===== src/rtl/uart_boot_loader.sv =====
// UART 8N1 boot loader: receives a sync/length/payload/checksum frame and streams the
// payload into instruction memory, holding the core in reset until a good image lands.
module uart_boot_loader #(
    parameter int          CLK_FREQ_HZ = 50_000_000,
    parameter int          BAUD        = 115_200,
    parameter logic [31:0] BASE_ADDR   = 32'h0,
    parameter int          MAX_BYTES   = 4096
) (
    input  logic        clk,
    input  logic        reset,
    input  logic        uart_rx,
    output logic        boot_wr_en,
    output logic [31:0] boot_wr_addr,
    output logic [7:0]  boot_wr_data,
    output logic        boot_busy,
    output logic        boot_done,
    output logic        boot_err,
    output logic        cpu_hold,
    output logic [2:0]  boot_state
);

    localparam int CLKS_PER_BIT = CLK_FREQ_HZ / BAUD;
    localparam int HALF_BIT     = CLKS_PER_BIT / 2;
    localparam int CW           = $clog2(CLKS_PER_BIT + 1);
    localparam logic [CW-1:0] LAST_CNT = CW'(CLKS_PER_BIT - 1);
    localparam logic [CW-1:0] HALF_CNT = CW'(HALF_BIT - 1);
    localparam logic [16:0]   MAX_LEN  = 17'(MAX_BYTES);

    typedef enum logic [2:0] {
        RX_IDLE, RX_START, RX_DATA, RX_STOP, RX_WAIT
    } rx_state_t;

    typedef enum logic [2:0] {
        S_IDLE, S_LEN_LO, S_LEN_HI, S_DATA, S_CSUM, S_DONE, S_ERR
    } state_t;

    logic            rx_meta, rx_sync;
    rx_state_t       rx_state, rx_next;
    logic [CW-1:0]   cnt;
    logic [2:0]      bit_cnt;
    logic [7:0]      shift;
    logic            sample;
    logic            rx_valid, rx_ferr;
    logic [7:0]      rx_byte;

    state_t          state, state_next;
    logic [15:0]     len_q, idx, idx_next, len_full;
    logic [7:0]      sum;
    logic            len_bad;

    // Receiver sampling points: half a bit into the start bit, then one full bit apart.
    assign sample = ((rx_state == RX_START) && (cnt == HALF_CNT)) ||
                    (((rx_state == RX_DATA) || (rx_state == RX_STOP)) && (cnt == LAST_CNT));

    always_ff @(posedge clk or negedge reset) begin
        if (!reset) begin
            rx_meta  <= 1'b1;
            rx_sync  <= 1'b1;
            rx_state <= RX_IDLE;
            cnt      <= '0;
            bit_cnt  <= '0;
            shift    <= '0;
        end else begin
            rx_meta  <= uart_rx;
            rx_sync  <= rx_meta;
            rx_state <= rx_next;
            if (sample || (rx_state == RX_IDLE) || (rx_state == RX_WAIT))
                cnt <= '0;
            else
                cnt <= cnt + 1'b1;
            if ((rx_state == RX_START) && sample)
                bit_cnt <= '0;
            if ((rx_state == RX_DATA) && sample) begin
                shift   <= {rx_sync, shift[7:1]};
                bit_cnt <= bit_cnt + 3'd1;
            end
        end
    end

    always_comb begin
        rx_next = rx_state;
        case (rx_state)
            RX_IDLE:  if (!rx_sync) rx_next = RX_START;
            RX_START: if (sample) rx_next = rx_sync ? RX_IDLE : RX_DATA;
            RX_DATA:  if (sample && (bit_cnt == 3'd7)) rx_next = RX_STOP;
            RX_STOP:  if (sample) rx_next = rx_sync ? RX_IDLE : RX_WAIT;
            RX_WAIT:  if (rx_sync) rx_next = RX_IDLE;
            default:  rx_next = RX_IDLE;
        endcase
    end

    // rx_valid / rx_ferr are single-cycle pulses with no ready: the frame FSM must
    // consume every byte in the cycle it is presented, which it always can.
    always_comb begin
        rx_valid = (rx_state == RX_STOP) && sample && rx_sync;
        rx_ferr  = (rx_state == RX_STOP) && sample && !rx_sync;
        rx_byte  = shift;
    end

    assign len_full = {rx_byte, len_q[7:0]};
    assign len_bad  = (len_full == 16'd0) || ({1'b0, len_full} > MAX_LEN);
    assign idx_next = idx + 16'd1;

    always_ff @(posedge clk or negedge reset) begin
        if (!reset) state <= S_IDLE;
        else        state <= state_next;
    end

    always_comb begin
        state_next = state;
        case (state)
            S_IDLE:   if (rx_valid && (rx_byte == 8'hA5)) state_next = S_LEN_LO;
            S_LEN_LO: if (rx_valid) state_next = S_LEN_HI;
            S_LEN_HI: if (rx_valid) state_next = len_bad ? S_ERR : S_DATA;
            S_DATA:   if (rx_valid && (idx_next == len_q)) state_next = S_CSUM;
            S_CSUM:   if (rx_valid) state_next = (rx_byte == sum) ? S_DONE : S_ERR;
            S_DONE:   state_next = S_DONE;
            S_ERR:    if (rx_valid && (rx_byte == 8'hA5)) state_next = S_LEN_LO;
            default:  state_next = S_IDLE;
        endcase
        // A broken frame mid-flight aborts it; idle-line noise and a finished image do not.
        if (rx_ferr && (state != S_IDLE) && (state != S_DONE))
            state_next = S_ERR;
    end

    always_comb begin
        boot_busy  = (state == S_LEN_LO) || (state == S_LEN_HI) ||
                     (state == S_DATA)   || (state == S_CSUM);
        boot_done  = (state == S_DONE);
        boot_err   = (state == S_ERR);
        cpu_hold   = (state != S_DONE);
        boot_state = state;
    end

    always_ff @(posedge clk or negedge reset) begin
        if (!reset) begin
            len_q        <= '0;
            idx          <= '0;
            sum          <= '0;
            boot_wr_en   <= 1'b0;
            boot_wr_addr <= BASE_ADDR;
            boot_wr_data <= '0;
        end else begin
            boot_wr_en <= 1'b0;
            if ((state == S_LEN_LO) && rx_valid)
                len_q[7:0] <= rx_byte;
            if ((state == S_LEN_HI) && rx_valid) begin
                len_q[15:8] <= rx_byte;
                idx         <= '0;
                sum         <= '0;
            end
            if ((state == S_DATA) && rx_valid) begin
                boot_wr_en   <= 1'b1;
                boot_wr_addr <= BASE_ADDR + {16'd0, idx};
                boot_wr_data <= rx_byte;
                sum          <= sum + rx_byte;
                idx          <= idx_next;
            end
        end
    end

endmodule


===== config.mk =====
export PLATFORM = sky130hd
export DESIGN_NAME = uart_boot_loader
export DESIGN_NICKNAME = d
export VERILOG_FILES = /design/src/rtl/uart_boot_loader.sv
export SDC_FILE = /design/constraint.sdc
export NUM_CORES = 1
export LEC_CHECK = 0
export ABC_AREA = 0
export CORE_UTILIZATION = 35
export CTS_CLUSTER_DIAMETER = 40
export DETAILED_ROUTE_END_ITERATION = 8
export GPL_TIMING_DRIVEN = 0
export HOLD_SLACK_MARGIN = 0.02
export PLACE_DENSITY_LB_ADDON = 0.12
export SYNTH_ARGS = -nofsm -noshare
export SYNTH_HDL_FRONTEND = slang
export SYNTH_SLANG_ARGS = --single-unit

===== constraint.sdc =====
create_clock -name clk -period 4.65 [get_ports clk]
set_input_delay 0.93 -clock clk [delete_from_list [all_inputs] [get_ports clk]]
set_output_delay 0.93 -clock clk [all_outputs]
set_load 0.02 [all_outputs]

# Word-level counts from Yosys, hierarchy flattened
# Cells that the tools add are included.
# op_classes
n_addsub	4
reduce_logical	33
order_cmp	1
n_eq_ne	27
n_mux	25
# op_table
op	count
$mux 3	15
$mux 16	2
$pmux 3 s6	1
$add 16x1->16 const B	1
$eq 16x16->1	1
$gt 16x13->1 const B	1
$logic_not 16->1	1
$mux 8	2
$eq 3x3->1 const B	5
$logic_and 1x1->1	15
$ne 3x3->1 const B	5
$pmux 3 s5	1
$eq 3x2->1 const B	4
$reduce_and 5->1	2
$add 9x1->9 const B	1
$eq 9x8->1 const B	1
$eq 9x9->1 const B	1
$mux 9	1
$add 8x8->8	1
$eq 8x8->1	1
$eq 8x8->1 const B	1
$logic_or 1x1->1	8
$ne 2x2->1 const B	4
$eq 3x1->1 const B	2
other kinds (10)	13
# totals
reg_bits	93
wordCells	104
out_inout_bits	48
inputBits	3

# Depth between registers and ports, before layout
# Gate-level depths: netlist of the first run.
# depth
ltp_word	10
depth_mapped	10
depth_no_buf	9

# Worst setup path after synthesis of the first run
# OpenSTA, ideal clock, no wires.
# synth_path
kind	reg-to-reg
startpoint	register cnt[1]
endpoint	register len_q[1]
stages_incl_launch_ff	10
t_arrival_ps	2565
required_time_ps	4525
slack_ps	1960
synth_period_minus_slack_ps	2690
n_path_buf	1
setup_time_ps	125
path_cell_list	dfrtp_1 > inv_1 > ha_1 > nor4bb_1 > nand4b_1 > a2111oi_4 > nand2_2 > or4_1 > buf_2 > mux2_4
# synth_via
elab_chain_len	6
elab_cells_between_ends	8
cone_classes	eq/ne: 2; reduce/logical: 6
# synth_lines
element	line	text
start, declared	39	logic [CW-1:0] cnt;
start signal, assigned	70	cnt <= cnt + 1'b1;
$eq 9x8->1 or $eq 9x9->1 (tied branches)	52, 53	
$logic_and 1x1->1 (on tied branches)	52, 53	
$logic_or 1x1->1 (*)	52	assign sample = ((rx_state == RX_START) && (cnt == HALF_CNT)) ||
$logic_and 1x1->1 (*) (2 in series)	95	rx_valid = (rx_state == RX_STOP) && sample && rx_sync;
$logic_and 1x1->1 (*)	145	if ((state == S_LEN_LO) && rx_valid)
end signal, assigned	146	len_q[7:0] <= rx_byte;
end, declared	47	logic [15:0] len_q, idx, idx_next, len_full;
# Mark *: on every way between the ends. The rest lies on a longest branch, timed or not.
# A chain may end at the register's enable or synchronous reset.

# Worst setup path after layout of the first run
# layout_path
startpoint	register state[0] (netlist: boot_state[0])
endpoint	output port boot_done
# layout_via
elab_chain_len	1
# layout_lines
element	line	text
start, declared	46	state_t state, state_next;
start signal, assigned	106	else state <= state_next;
$eq 3x3->1	129	boot_done = (state == S_DONE);
end, declared	16	output logic boot_done,
# Every way passes these cells.

==> results by group, run 1 <==
Global route
  • Vias in the first global route: 4020
  • Initial antenna violation count: 0
  • Pin count of the biggest net entering global routing: roughly 70
  • GRT Total Usage: between 10% and 20%
  • First-pass GRT wire length: 20.7 mm
  • Total grt overflow: 0

Timing
  • Clock skew: slightly below 7 ps
  • Min cycle time layout: 3890 ps
  • Final Cycle Share: approximately 84%
  • RSZ-0062 raised after global routing: no
  • Final Max Tran Viols: 0
  • Fin. Hold Viols: 0
  • Worst slew pin tran: ~770 ps
  • Setup Viol. Count Final: 0
  • Final worst hold slack: about 360 ps
  • Slew HR: 48.7%
  • F_max: around 0.26 GHz

Route
  • Post-DRT Antenna Nets: 0
  • Via count: about 4200
  • DR iter-0 viols: 211
  • Iteration count of the initial detailed-routing pass: 5
  • Routed len/inst: around 15 µm
  • DRC: 0
  • Total Wirelength: ~12 mm
  • Via density: between 5 and 6

Synthesis
  • Synth area leader: dfrtp_1
  • Ys Warns: 0
  • Register area share after synthesis: between 40% and 50%
  • Ys async rst share: 100%
  • Synthesized area: roughly 5200 µm²
  • Mean post-synth cell area: 9.33 µm²
  • Most used DFF post-synth: dfrtp_1
  • Distinct cells, synth: just under 60
  • Mapped Cells: 557
  • Count leader, synth: nand2_1
  • Top cells by area, synth: dfrtp_1, nand2_1, mux2_2
  • Top cells by count, synth: nand2_1, dfrtp_1, nor2_1, clkbuf_1, o21ai_0
  • Post-synthesis register bit count: 93
  • Post-synth EDFFs: 0
  • Post-synth top area share: 43.8%

Place
  • Routability congestion estimate: ~0.85
  • IO Port Bufs: 34
  • Dpl hpwl: ~8.9 mm

Final layout
  • Nets@finish: roughly 640
  • Layout cell share with drive strength beyond 1: 11.1%
  • Reg area: roughly 2300 µm²
  • Post-layout util: 42.1%
  • Area growth syn-to-layout: 17.8%
  • # fillers: between 1000 and 1500
  • Multi-input logic area: 2620 µm²
  • N_diodes: 0

Critical path
  • Startpoint class of the critical path: flip-flop
  • Crit Path Max Fanout: 10
  • Crit path kind: flip-flop to primary output
  • Worst Setup End Kind: primary output
  • Arrival time worst endpoint: 2960 ps
  • Required @ worst endpoint: between 3000 and 4000 ps

Power and ir drop
  • Leakage: roughly 2.8 nW
  • Power per Cell Area: ~250 nW/µm²
  • VDD IR max: 0.000218 V

Floorplan
  • Die W: around 120 µm
  • Die Y: between 100 and 150 µm
  • I/O Pins: 51
  • Initial core utilization: ~36%
  • CORE AREA: 14500 µm²
  • # rows: 44
  • Die Area: ~15000 µm²

Status
  • Outcome: complete, no violations

Clock network
  • Root Driver: clkbuf_16
  • Worst skew pair latency: 350 ps
  • CTS buffer count: 9
  • Clock-pin slew on the worst setup and hold paths: roughly 70 ps
  • Post-CTS Resized: 0
  • Htree depth: 3
  • Cts hold-fix bufs: 0
  • Post CTS Setup Buffer Count: 0
  • CTS tree: built
  • # clock sinks: 93
  • CTS Buffer Depth: 2

Worst hold path
  • HP Class: flip-flop to flip-flop

Job
  • MaxCap Viol Count: 0
## per-stage QoR
step	worst slack [ps]	cell area, µm²	power [W]	instances	setup TNS, ps
final	763	6120	0.00154	807	0
after global routing	621	6120	0.00160	807	0
after CTS	746	6120	0.00156	807	0
after detailed placement	1140	5850	0.000871	791	0
after global placement	-896	5820	0.000868	790	-80840
after floorplan	1960	5250	0.000849	572	0
## report_power, final
part           switching [W]  total (W)  internal (W)
combinational      0.0000300  0.0000430     0.0000131
clock               0.000319   0.000683      0.000364
sequential       0.000000484   0.000811      0.000810
total               0.000350    0.00154       0.00119
## placed cells by master, fill, tap and decap left out, types with 15 or more instances in the layout
master	Yosys	routed
xnor2_1	15	15
nor2_1	32	32
nand3_1	18	18
xor2_1	17	17
o21ai_0	29	29
clkbuf_1	29	31
conb_1	1	16
a21oi_1	15	15
clkdlybuf4s50_1	0	33
nand2_1	114	114
dfrtp_1	91	91
buf_4	16	17
mux2_2	17	17
## layer usage
metal,GRT usage [%],share of wire (%)
met4,6.17,2.3
met2,29.0,46
met5,0,0
met1,23.5,47
met3,4.72,4.1
## sequential cells by signal (all words and copies together), names as in the netlist
name	count
sum	8
boot_state	3
rx_state	3
len_q	16
rx_meta	1
rx_sync	1
cnt	9
idx	16
boot_wr_addr	16
boot_wr_data	8
rx_byte	8
boot_wr_en	1
bit_cnt	3
## final cells by class
type	count	area share, %
Clock inverter	5	0.614
Tap cell	184	3.76
Multi-Input combinational cell	417	42.9
Clock buffer	11	3.80
Sequential cell	93	38.1
Inverter	11	0.675
Buffer	51	4.21
Timing Repair Buffer	35	5.97
## cells by family (layout without fill, tap and decap cells)
logic type | after synthesis | after routing | synth area share [%]
AND/OR/NAND/NOR | 231 | 231 | 21.0
AO/OA/AOI/OAI | 94 | 94 | 12.5
flip-flops | 93 | 93 | 44.8
buffers and inverters | 62 | 113 | 5.76
XOR/XNOR | 32 | 32 | 5.40
multiplexers | 29 | 29 | 6.77
adder cells (fa/ha/maj) | 15 | 15 | 3.71
other | 1 | 16 | 0.0722
## worst paths after layout
path,slack [ps],depth (start not counted),to,start
max in group asynchronous,3470,2,rx_sync,reset
worst max register to register,1170,10,boot_wr_addr[3],cnt[1]
worst min register to register,360,0,rx_sync,rx_meta
min in group asynchronous,490,1,boot_wr_addr[3],reset
worst max-delay path,760,6,boot_done,boot_state[0]
worst min-delay path,360,0,rx_sync,rx_meta
## critical path, stage by stage (launching register included)
cell	delay (ps)
dfrtp_1	360
clkbuf_1	300
clkbuf_1	520
buf_1	510
nand2_1	210
inv_1	100
clkdlybuf4s50_1	600
No activity file was read; power rests on OpenSTA's default activity.
==> run 2: changes to the inputs <==
- clock period: 4.65 -> 4 ns (I/O delays scaled with it)
==> results of run 2 <==
The final DEF is identical to that of run 1. Status: complete, no violations.
Main changes from that run: setup slack after placement 1140 ps -> 544 ps; setup slack after layout 763 ps -> 243 ps; hold slack 364 ps -> 362 ps; register-to-register setup slack 1170 ps -> 520 ps; total power 0.00154 W -> 0.00179 W; worst IR drop on VDD 0.000218 V -> 0.000254 V
==> run 3: changes to the inputs <==
- clock period: 4 -> 3.95 ns (I/O delays scaled with it)
==> results of run 3 <==
The final DEF is identical to that of run 1. Status: complete, no violations.
Main changes from that run: setup slack after placement 1140 ps -> 494 ps; setup slack after layout 763 ps -> 203 ps; hold slack 364 ps -> 352 ps; register-to-register setup slack 1170 ps -> 470 ps; total power 0.00154 W -> 0.00181 W; worst IR drop on VDD 0.000218 V -> 0.000257 V
